$ cat src/rtl/fetch_stage.sv
// RV32I instruction-fetch stage: PC, imem request handshake, one-entry skid buffer and IF/ID register.
// Optional misaligned-redirect halt is enabled by defining FETCH_MISALIGN_TRAP_EN.
module fetch_stage #(
  parameter logic [31:0] RESET_PC  = 32'h0000_0000,
  parameter logic [31:0] NOP_INSTR = 32'h0000_0013
) (
  input  logic        clk_i,
  input  logic        rst_i,
  output logic        imem_req_o,
  output logic [31:0] imem_addr_o,
  input  logic        imem_ack_i,
  input  logic [31:0] imem_rdata_i,
  input  logic        stall_i,
  input  logic        redirect_i,
  input  logic [31:0] redirect_pc_i,
  output logic        if_id_valid_o,
  output logic [31:0] if_id_pc_o,
  output logic [31:0] if_id_instr_o,
  output logic [6:0]  if_id_opcode_o,
  output logic        misalign_o
);

  typedef enum logic [1:0] {FETCH, DROP, HALT} state_e;

  state_e      state_q, state_d;
  logic [31:0] pc_q, pc_d;
  logic [31:0] drop_pc_q, drop_pc_d;
  logic        halt_pend_q, halt_pend_d;
  logic        pend_valid_q, pend_valid_d;
  logic [31:0] pend_pc_q, pend_pc_d;
  logic [31:0] pend_instr_q, pend_instr_d;
  logic        ifid_valid_q, ifid_valid_d;
  logic [31:0] ifid_pc_q, ifid_pc_d;
  logic [31:0] ifid_instr_q, ifid_instr_d;

  logic [31:0] tgt_pc;
  logic        tgt_misaligned;
  logic        accept;

`ifdef FETCH_MISALIGN_TRAP_EN
  assign tgt_pc         = redirect_pc_i;
  assign tgt_misaligned = |redirect_pc_i[1:0];
  assign misalign_o     = (state_q == HALT);
`else
  assign tgt_pc         = redirect_pc_i & 32'hFFFF_FFFC;
  assign tgt_misaligned = 1'b0;
  assign misalign_o     = 1'b0;
`endif

  // DROP keeps the abandoned request alive so the memory sees a clean handshake.
  assign imem_req_o  = ((state_q == FETCH) && !pend_valid_q) || (state_q == DROP);
  assign imem_addr_o = (state_q == DROP) ? drop_pc_q : pc_q;
  assign accept      = imem_req_o && imem_ack_i;

  assign if_id_valid_o  = ifid_valid_q;
  assign if_id_pc_o     = ifid_pc_q;
  assign if_id_instr_o  = ifid_instr_q;
  assign if_id_opcode_o = ifid_instr_q[6:0];

  always_comb begin
    state_d      = state_q;
    pc_d         = pc_q;
    drop_pc_d    = drop_pc_q;
    halt_pend_d  = halt_pend_q;
    pend_valid_d = pend_valid_q;
    pend_pc_d    = pend_pc_q;
    pend_instr_d = pend_instr_q;
    ifid_valid_d = ifid_valid_q;
    ifid_pc_d    = ifid_pc_q;
    ifid_instr_d = ifid_instr_q;

    if (redirect_i) begin
      ifid_valid_d = 1'b0;
      ifid_instr_d = NOP_INSTR;
      pend_valid_d = 1'b0;
      pc_d         = tgt_pc;
      case (state_q)
        FETCH: begin
          if (imem_req_o && !imem_ack_i) begin
            state_d     = DROP;
            drop_pc_d   = pc_q;
            halt_pend_d = tgt_misaligned;
          end else begin
            state_d = tgt_misaligned ? HALT : FETCH;
          end
        end
        DROP: begin
          halt_pend_d = tgt_misaligned;
          if (imem_ack_i) state_d = tgt_misaligned ? HALT : FETCH;
        end
        HALT:    state_d = tgt_misaligned ? HALT : FETCH;
        default: state_d = FETCH;
      endcase
    end else begin
      case (state_q)
        FETCH: begin
          if (accept) pc_d = pc_q + 32'd4;
          if (stall_i) begin
            if (accept) begin
              pend_valid_d = 1'b1;
              pend_pc_d    = pc_q;
              pend_instr_d = imem_rdata_i;
            end
          end else if (pend_valid_q) begin
            ifid_valid_d = 1'b1;
            ifid_pc_d    = pend_pc_q;
            ifid_instr_d = pend_instr_q;
            pend_valid_d = 1'b0;
          end else if (accept) begin
            ifid_valid_d = 1'b1;
            ifid_pc_d    = pc_q;
            ifid_instr_d = imem_rdata_i;
          end else begin
            ifid_valid_d = 1'b0;
            ifid_instr_d = NOP_INSTR;
          end
        end
        DROP: begin
          if (imem_ack_i) state_d = halt_pend_q ? HALT : FETCH;
          if (!stall_i) begin
            ifid_valid_d = 1'b0;
            ifid_instr_d = NOP_INSTR;
          end
        end
        default: begin
          if (!stall_i) begin
            ifid_valid_d = 1'b0;
            ifid_instr_d = NOP_INSTR;
          end
        end
      endcase
    end
  end

  always_ff @(posedge clk_i) begin
    if (rst_i) begin
      state_q      <= FETCH;
      pc_q         <= RESET_PC;
      drop_pc_q    <= 32'h0;
      halt_pend_q  <= 1'b0;
      pend_valid_q <= 1'b0;
      pend_pc_q    <= 32'h0;
      pend_instr_q <= NOP_INSTR;
      ifid_valid_q <= 1'b0;
      ifid_pc_q    <= 32'h0;
      ifid_instr_q <= NOP_INSTR;
    end else begin
      state_q      <= state_d;
      pc_q         <= pc_d;
      drop_pc_q    <= drop_pc_d;
      halt_pend_q  <= halt_pend_d;
      pend_valid_q <= pend_valid_d;
      pend_pc_q    <= pend_pc_d;
      pend_instr_q <= pend_instr_d;
      ifid_valid_q <= ifid_valid_d;
      ifid_pc_q    <= ifid_pc_d;
      ifid_instr_q <= ifid_instr_d;
    end
  end

endmodule

$ cat config.mk
export PLATFORM = sky130hd
export DESIGN_NAME = fetch_stage
export DESIGN_NICKNAME = d
export VERILOG_FILES = /design/src/rtl/fetch_stage.sv
export SDC_FILE = /design/constraint.sdc
export NUM_CORES = 1
export LEC_CHECK = 0
export CAP_MARGIN = 15
export CORE_ASPECT_RATIO = 1.2
export CORE_MARGIN = 1
export CORE_UTILIZATION = 60
export DETAILED_ROUTE_END_ITERATION = 10
export DONT_BUFFER_PORTS = 1
export GPL_TIMING_DRIVEN = 1
export PLACE_DENSITY = 0.76
export SETUP_SLACK_MARGIN = 0.5
export SLEW_MARGIN = 20
export SYNTH_ARGS = -nofsm -noshare
export SYNTH_HDL_FRONTEND = slang
export SYNTH_SLANG_ARGS = --single-unit
$ cat constraint.sdc
create_clock -name clk_i -period 7.5 [get_ports clk_i]
set_clock_uncertainty 0.05 [all_clocks]
set_input_delay 1.5 -clock clk_i [delete_from_list [all_inputs] [get_ports clk_i]]
set_output_delay 1.5 -clock clk_i [all_outputs]
set_load 0.01 [all_outputs]
==> results of run 1 <==
==> power by group through the flow <==
| stage | Combinational, uW | Clock [uW] | Sequential (uW) |
|---|---|---|---|
| 2_1_floorplan | 172 | 0 | 1080 |
| 3_3_place_gp | 148 | 0 | 1110 |
| 3_5_place_dp | 150 | 0 | 1110 |
| 4_1_cts | 151 | 945 | 1090 |
| 5_1_grt | 168 | 984 | 1100 |
| 6_report | 149 | 930 | 1090 |
==> worst max-delay path by stage <==
stage / from / endpoint / slack (ns)
2_1_floorplan: imem_ack_i / pc_q[31] / 4.00
3_3_place_gp: imem_ack_i / pend_instr_q[10] / 3.71
3_5_place_dp: imem_ack_i / pend_instr_q[10] / 3.68
4_1_cts: pend_valid_q / imem_req_o / 3.99
5_1_grt: imem_ack_i / pend_instr_q[5] / 3.85
6_report: state_q[0] / imem_addr_o[15] / 4.06
==> cell type report <==
| type | count | area share [%] |
|---|---|---|
| Clock buffer | 22 | 5.40 |
| Multi-Input combinational cell | 715 | 46.9 |
| Inverter | 12 | 0.512 |
| Tap cell | 168 | 2.39 |
| Timing Repair Buffer | 7 | 0.598 |
| Sequential cell | 187 | 42.6 |
| Clock inverter | 10 | 1.58 |
==> synth_stat cells (all sizes together), types with 3 or more instances <==
| master | number |
|---|---|
| xnor2 | 7 |
| nor3b | 5 |
| a22oi | 29 |
| mux2i | 30 |
| or4 | 7 |
| nor3 | 6 |
| nand4 | 11 |
| or3 | 8 |
| dfxtp | 187 |
| nand3b | 4 |
| mux2 | 46 |
| o211ai | 3 |
| nand2 | 224 |
| buf | 24 |
| xor2 | 3 |
| a211oi | 43 |
| and3 | 8 |
| inv | 11 |
| a2111oi | 7 |
| and4 | 9 |
| o21ai | 23 |
| nor2 | 86 |
| clkbuf | 95 |
| nor2b | 3 |
| nand3 | 14 |
| o21a | 3 |
| a311oi | 11 |
| a21oi | 94 |
| nor4 | 8 |
| o22ai | 4 |
==> through the flow <==
stage               power, uW  cells
finish                   2170   1121
global route             2250   1121
CTS                      2190   1121
detailed placement       1260   1089
global placement         1260   1089
floorplan                1250   1033
==> state kept, by name, summed over array words and instances (netlist names) <==
name,cells
state_q,1
pc_q,30
pend_instr_q,32
drop_pc_q,30
pend_valid_q,1
if_id_pc_o,30
pend_pc_q,30
if_id_instr_o,32
if_id_valid_o,1
==> cell families after synthesis <==
family,after synthesis,synth area share (%)
other,1,0.0447
buffers and inverters,131,6.62
DFF,187,44.6
muxes,76,9.75
AOI/OAI and AO/OA,223,16.7
adders and majority gates,1,0.149
xor gates and xnor gates,10,1.04
and+or+nand+nor,400,21.1
==> routing by layer <==
layer / global-route usage [%] / vias up / routed length (um)
met5: 0 / - / 0
met4: 7.78 / 0 / 159
met3: 8.23 / 12 / 1480
met2: 45.7 / 205 / 9790
met1: 35.5 / 3165 / 8630
li1: - / 3368 / -
==> results.yml, run 1 <==
floorplan:
  core_area_mm2: 0.0134
  io_pins: 175
  initial_core_util_pct: 62.6
  fp.dieW_um: 110
  die_area_mm2: 0.0145
  num_rows: 46
  fp.dieH_um: 132
drt:
  wirelength_um: 20100
  ant_nets: 0
  drc_errors: 0
  wire_per_inst_um: 17.9
  via_count: 6750
  drt_pre_antenna_iters: 5
  drt_iter0_markers: 552
  avgViaCountPerCell: 6.02
sta:
  period_needed_ns: 3.44
  worst_pin_slew_ns: 1.15
  max_freq_ghz: 0.291
  max_slew_margin_pct: 23.0
  finalWorstSetupSlack_ns: 4.06
  finalHoldViolations: 0
  drv_slew: 0
  grt_setup_unrepaired: "false"
  setup_viol: 0
  tns_ns: 0
  finalCritPeriodShare_pct: 45.9
  whs_ns: 0.398
critical_path:
  crit_required_ns: 5.95
  worst_path_largest_cell_delay_ns: 0.98
  r2r_end: "pend_instr_q[3]"
  arrival_ns: 1.89
  path_cells: "mux2_2"
  crit_buf_inv: 0
  path_max_fanout: 41
  cp-end-kind: "output pin"
  critPathKind: "flop to output pin"
  r2r_start: "pend_valid_q"
  critPathLaunchType: "flop"
  crit_cells: 1
  cp_top_family: "flip-flops"
  r2r.worst_path.cells: 5
  reg2reg_setup_slack_ns: 4.33
  crit_slowest_cell: "dfxtp_2"
clocking:
  cts_resized: 0
  cts_hold_buf: 0
  cts_setup_buffers: 0
  clk_latency_ns: 0.43
  root_buffer: "clkbuf_16"
  cts.sinks: 187
  numCtsBuffers: 17
  htreeDepth: 4
  clkSlewWorstSetupHoldPaths_ns: 0.07
  cts.path.max_buffers: 2
  cts_tree: "done"
placed_design:
  placed_area_mm2: 0.00818
  io_buffers: 0
  place_ws_ns: 3.68
  place.gp.congestion: 0.800
  dpl.hpwl_um: 12200
grt:
  grt_start_max_net_pins: 166
  grt_use_total_pct: 28.1
  grt_first_pass_wirelength_um: 31800
  overflow: 0
  antenna_found_initial: 0
  grt_pass1_vias: 6146
final_layout:
  nFillCells: 1168
  multi_input_area_mm2: 0.00412
  ff_latch_area_mm2: 0.00375
  final_area_mm2: 0.00879
  antennaDiodeCount: 0
  drive_gt1_share_pct: 9.76
  utilization_pct: 65.5
  final_common_cell: "nand2_1"
  area_growth_pct: 4.74
  layout_common_cells: "224 x nand2_1, 185 x dfxtp_1, 94 x a21oi_1"
  nets: 1010
power:
  switching_share_pct: 24.0
  p_per_area_mw_per_mm2: 247
  p_int_uw: 1650
  combPwrFrac_pct: 6.9
  clock_power_share_pct: 42.8
  vdd_ir_drop_max_mv: 0.164
  p_sw_uw: 521
  power_frac_seq_pct: 50.3
  leakagePower_uw: 0.00290
min_path:
  min_path_type: "flop to flop"
  min_to: "pend_instr_q[15]"
  worstHoldPathCells: 2
  min-delay-start: "pend_instr_q[15]"
flow_run:
  drv_cap: 0
synth:
  synth_edf_count: 0
  synth_top_area_cell: "dfxtp_1"
  synth-main-ff-cell: "dfxtp_1"
  async_flop_share_pct: 0
  synthDominantCellAreaShare_pct: 44.6
  ys_ff_latch: 187
  synth_area_leaders: "dfxtp_1 45%, nand2_1 10%, mux2_2 6.2%"
  synth_cell_types: 49
  synthCells: 1029
  synth_area_mm2: 0.00839
  synth_seq_area_share_pct: 44.6
  yosysWarnings: 0
  syn_area_per_cell_um2: 8.16
outcome:
  run_status: "finished clean"
No activity file was read; power rests on OpenSTA's default activity.
==> run 2, diff against run 1 <==
- clock period: 7.5 -> 3.4 ns (I/O delays scaled with it)
==> run 2 against run 1 <==
Sequential share of layout area shrank 0.27 points. Sequential power grew 120%. Design area grew 0.64%. Critical endpoint is now imem_req_o.
==> results.yml, run 2 (synthesis gave the netlist of run 1 again) <==
sta:
  worst_pin_slew_ns: 0.865
  finalCritPeriodShare_pct: 80.1
  grt_setup_unrepaired: "false"
  max_slew_margin_pct: 42.3
  max_freq_ghz: 0.367
  tns_ns: 0
  period_needed_ns: 2.72
  drv_slew: 0
  finalHoldViolations: 0
  whs_ns: 0.276
  setup_viol: 0
drt:
  via_count: 6811
  wirelength_um: 20100
  drc_errors: 0
  drt_iter0_markers: 463
  ant_nets: 0
  avgViaCountPerCell: 6.02
  drt_pre_antenna_iters: 5
  wire_per_inst_um: 17.8
clocking:
  clk_latency_ns: 0.43
  cts_setup_buffers: 0
  cts_hold_buf: 0
  htreeDepth: 4
  cts_tree: "done"
  clkSlewWorstSetupHoldPaths_ns: 0.06
  cts_resized: 0
  cts.sinks: 187
  root_buffer: "clkbuf_16"
  cts.path.max_buffers: 2
  numCtsBuffers: 17
final_layout:
  utilization_pct: 66.0
  final_common_cell: "nand2_1"
  drive_gt1_share_pct: 10.6
  area_growth_pct: 5.41
  antennaDiodeCount: 0
  multi_input_area_mm2: 0.00412
  ff_latch_area_mm2: 0.00375
  layout_common_cells: "224 x nand2_1, 185 x dfxtp_1, 94 x a21oi_1"
  nets: 1020
  nFillCells: 1148
min_path:
  min_path_type: "input port to flop"
  worstHoldPathCells: 1
  min_to: "state_q[0]"
  min-delay-start: "imem_ack_i"
grt:
  antenna_found_initial: 0
  grt_first_pass_wirelength_um: 32400
  overflow: 0
  grt_pass1_vias: 6428
  grt_start_max_net_pins: 166
  grt_use_total_pct: 28.5
placed_design:
  dpl.hpwl_um: 12700
  place.gp.congestion: 0.832
  io_buffers: 0
critical_path:
  cp-end-kind: "output pin"
  reg2reg_setup_slack_ns: 0.89
  arrival_ns: 1.99
  path_max_fanout: 41
  r2r.worst_path.cells: 7
  critPathLaunchType: "flop"
  r2r_start: "state_q[0]"
  r2r_end: "pend_pc_q[8]"
  critPathKind: "flop to output pin"
  crit_required_ns: 2.67
power:
  vdd_ir_drop_max_mv: 0.335
  leakagePower_uw: 0.00294
  power.total_uw: 4720
  p_per_area_mw_per_mm2: 533
floorplan:
  die_area_mm2: 0.0145
  initial_core_util_pct: 62.6
  num_rows: 46
  io_pins: 175
  fp.dieW_um: 110
  core_area_mm2: 0.0134
  fp.dieH_um: 132
flow_run:
  drv_cap: 0
outcome:
  run_status: "finished clean"
[run 2: how the worst max path moves through the flow]
| stage | end | slack [ns] | cells after the start | startpoint |
|---|---|---|---|---|
| floorplan | pc_q[31] | 0.72 | 6 | imem_ack_i |
| CTS | imem_req_o | 0.64 | 2 | pend_valid_q |
| global placement | drop_pc_q[17] | 0.80 | 5 | redirect_i |
| detailed placement | drop_pc_q[24] | 0.80 | 5 | redirect_i |
| finish | imem_req_o | 0.68 | 2 | pend_valid_q |
| global route | imem_req_o | 0.58 | 2 | pend_valid_q |
[run 2: per-stage QoR]
| step | instance area [um^2] | std cells | worst slack (ns) |
|---|---|---|---|
| after global routing | 8850 | 1131 | 0.578 |
| after global placement | 8260 | 1099 | 0.802 |
| after CTS | 8850 | 1131 | 0.641 |
| final | 8850 | 1131 | 0.677 |
| after detailed placement | 8260 | 1099 | 0.796 |
| after floorplan | 8410 | 1033 | 0.715 |
[run 2: area by class of cell]
type | instances | area share (%)
Multi-Input combinational cell | 715 | 46.6
Sequential cell | 187 | 42.4
Clock buffer | 22 | 5.25
Tap cell | 168 | 2.38
Timing Repair Buffer | 17 | 1.58
Clock inverter | 10 | 1.33
Inverter | 12 | 0.509
[run 2: layer usage]
layer  share of wire [%]  wire, um  global-route usage, %
met5                   0         0                      0
met3                 8.2      1650                   10.0
met2                  48      9580                   46.4
met1                  42      8550                   34.5
met4                 1.8       367                   9.33
[run 2: power by group]
part	leakage [uW]	internal [uW]	switching, uW
Sequential	0.00153	2280	121
Clock	0.000284	1120	846
Combinational	0.00113	152	199
Total	0.00294	3550	1170
[run 2: critical path: stages, from the launching register on]
cell,delay (ns)
dfxtp_4,0.73
buf_4,0.54
nand2b_1,0.28
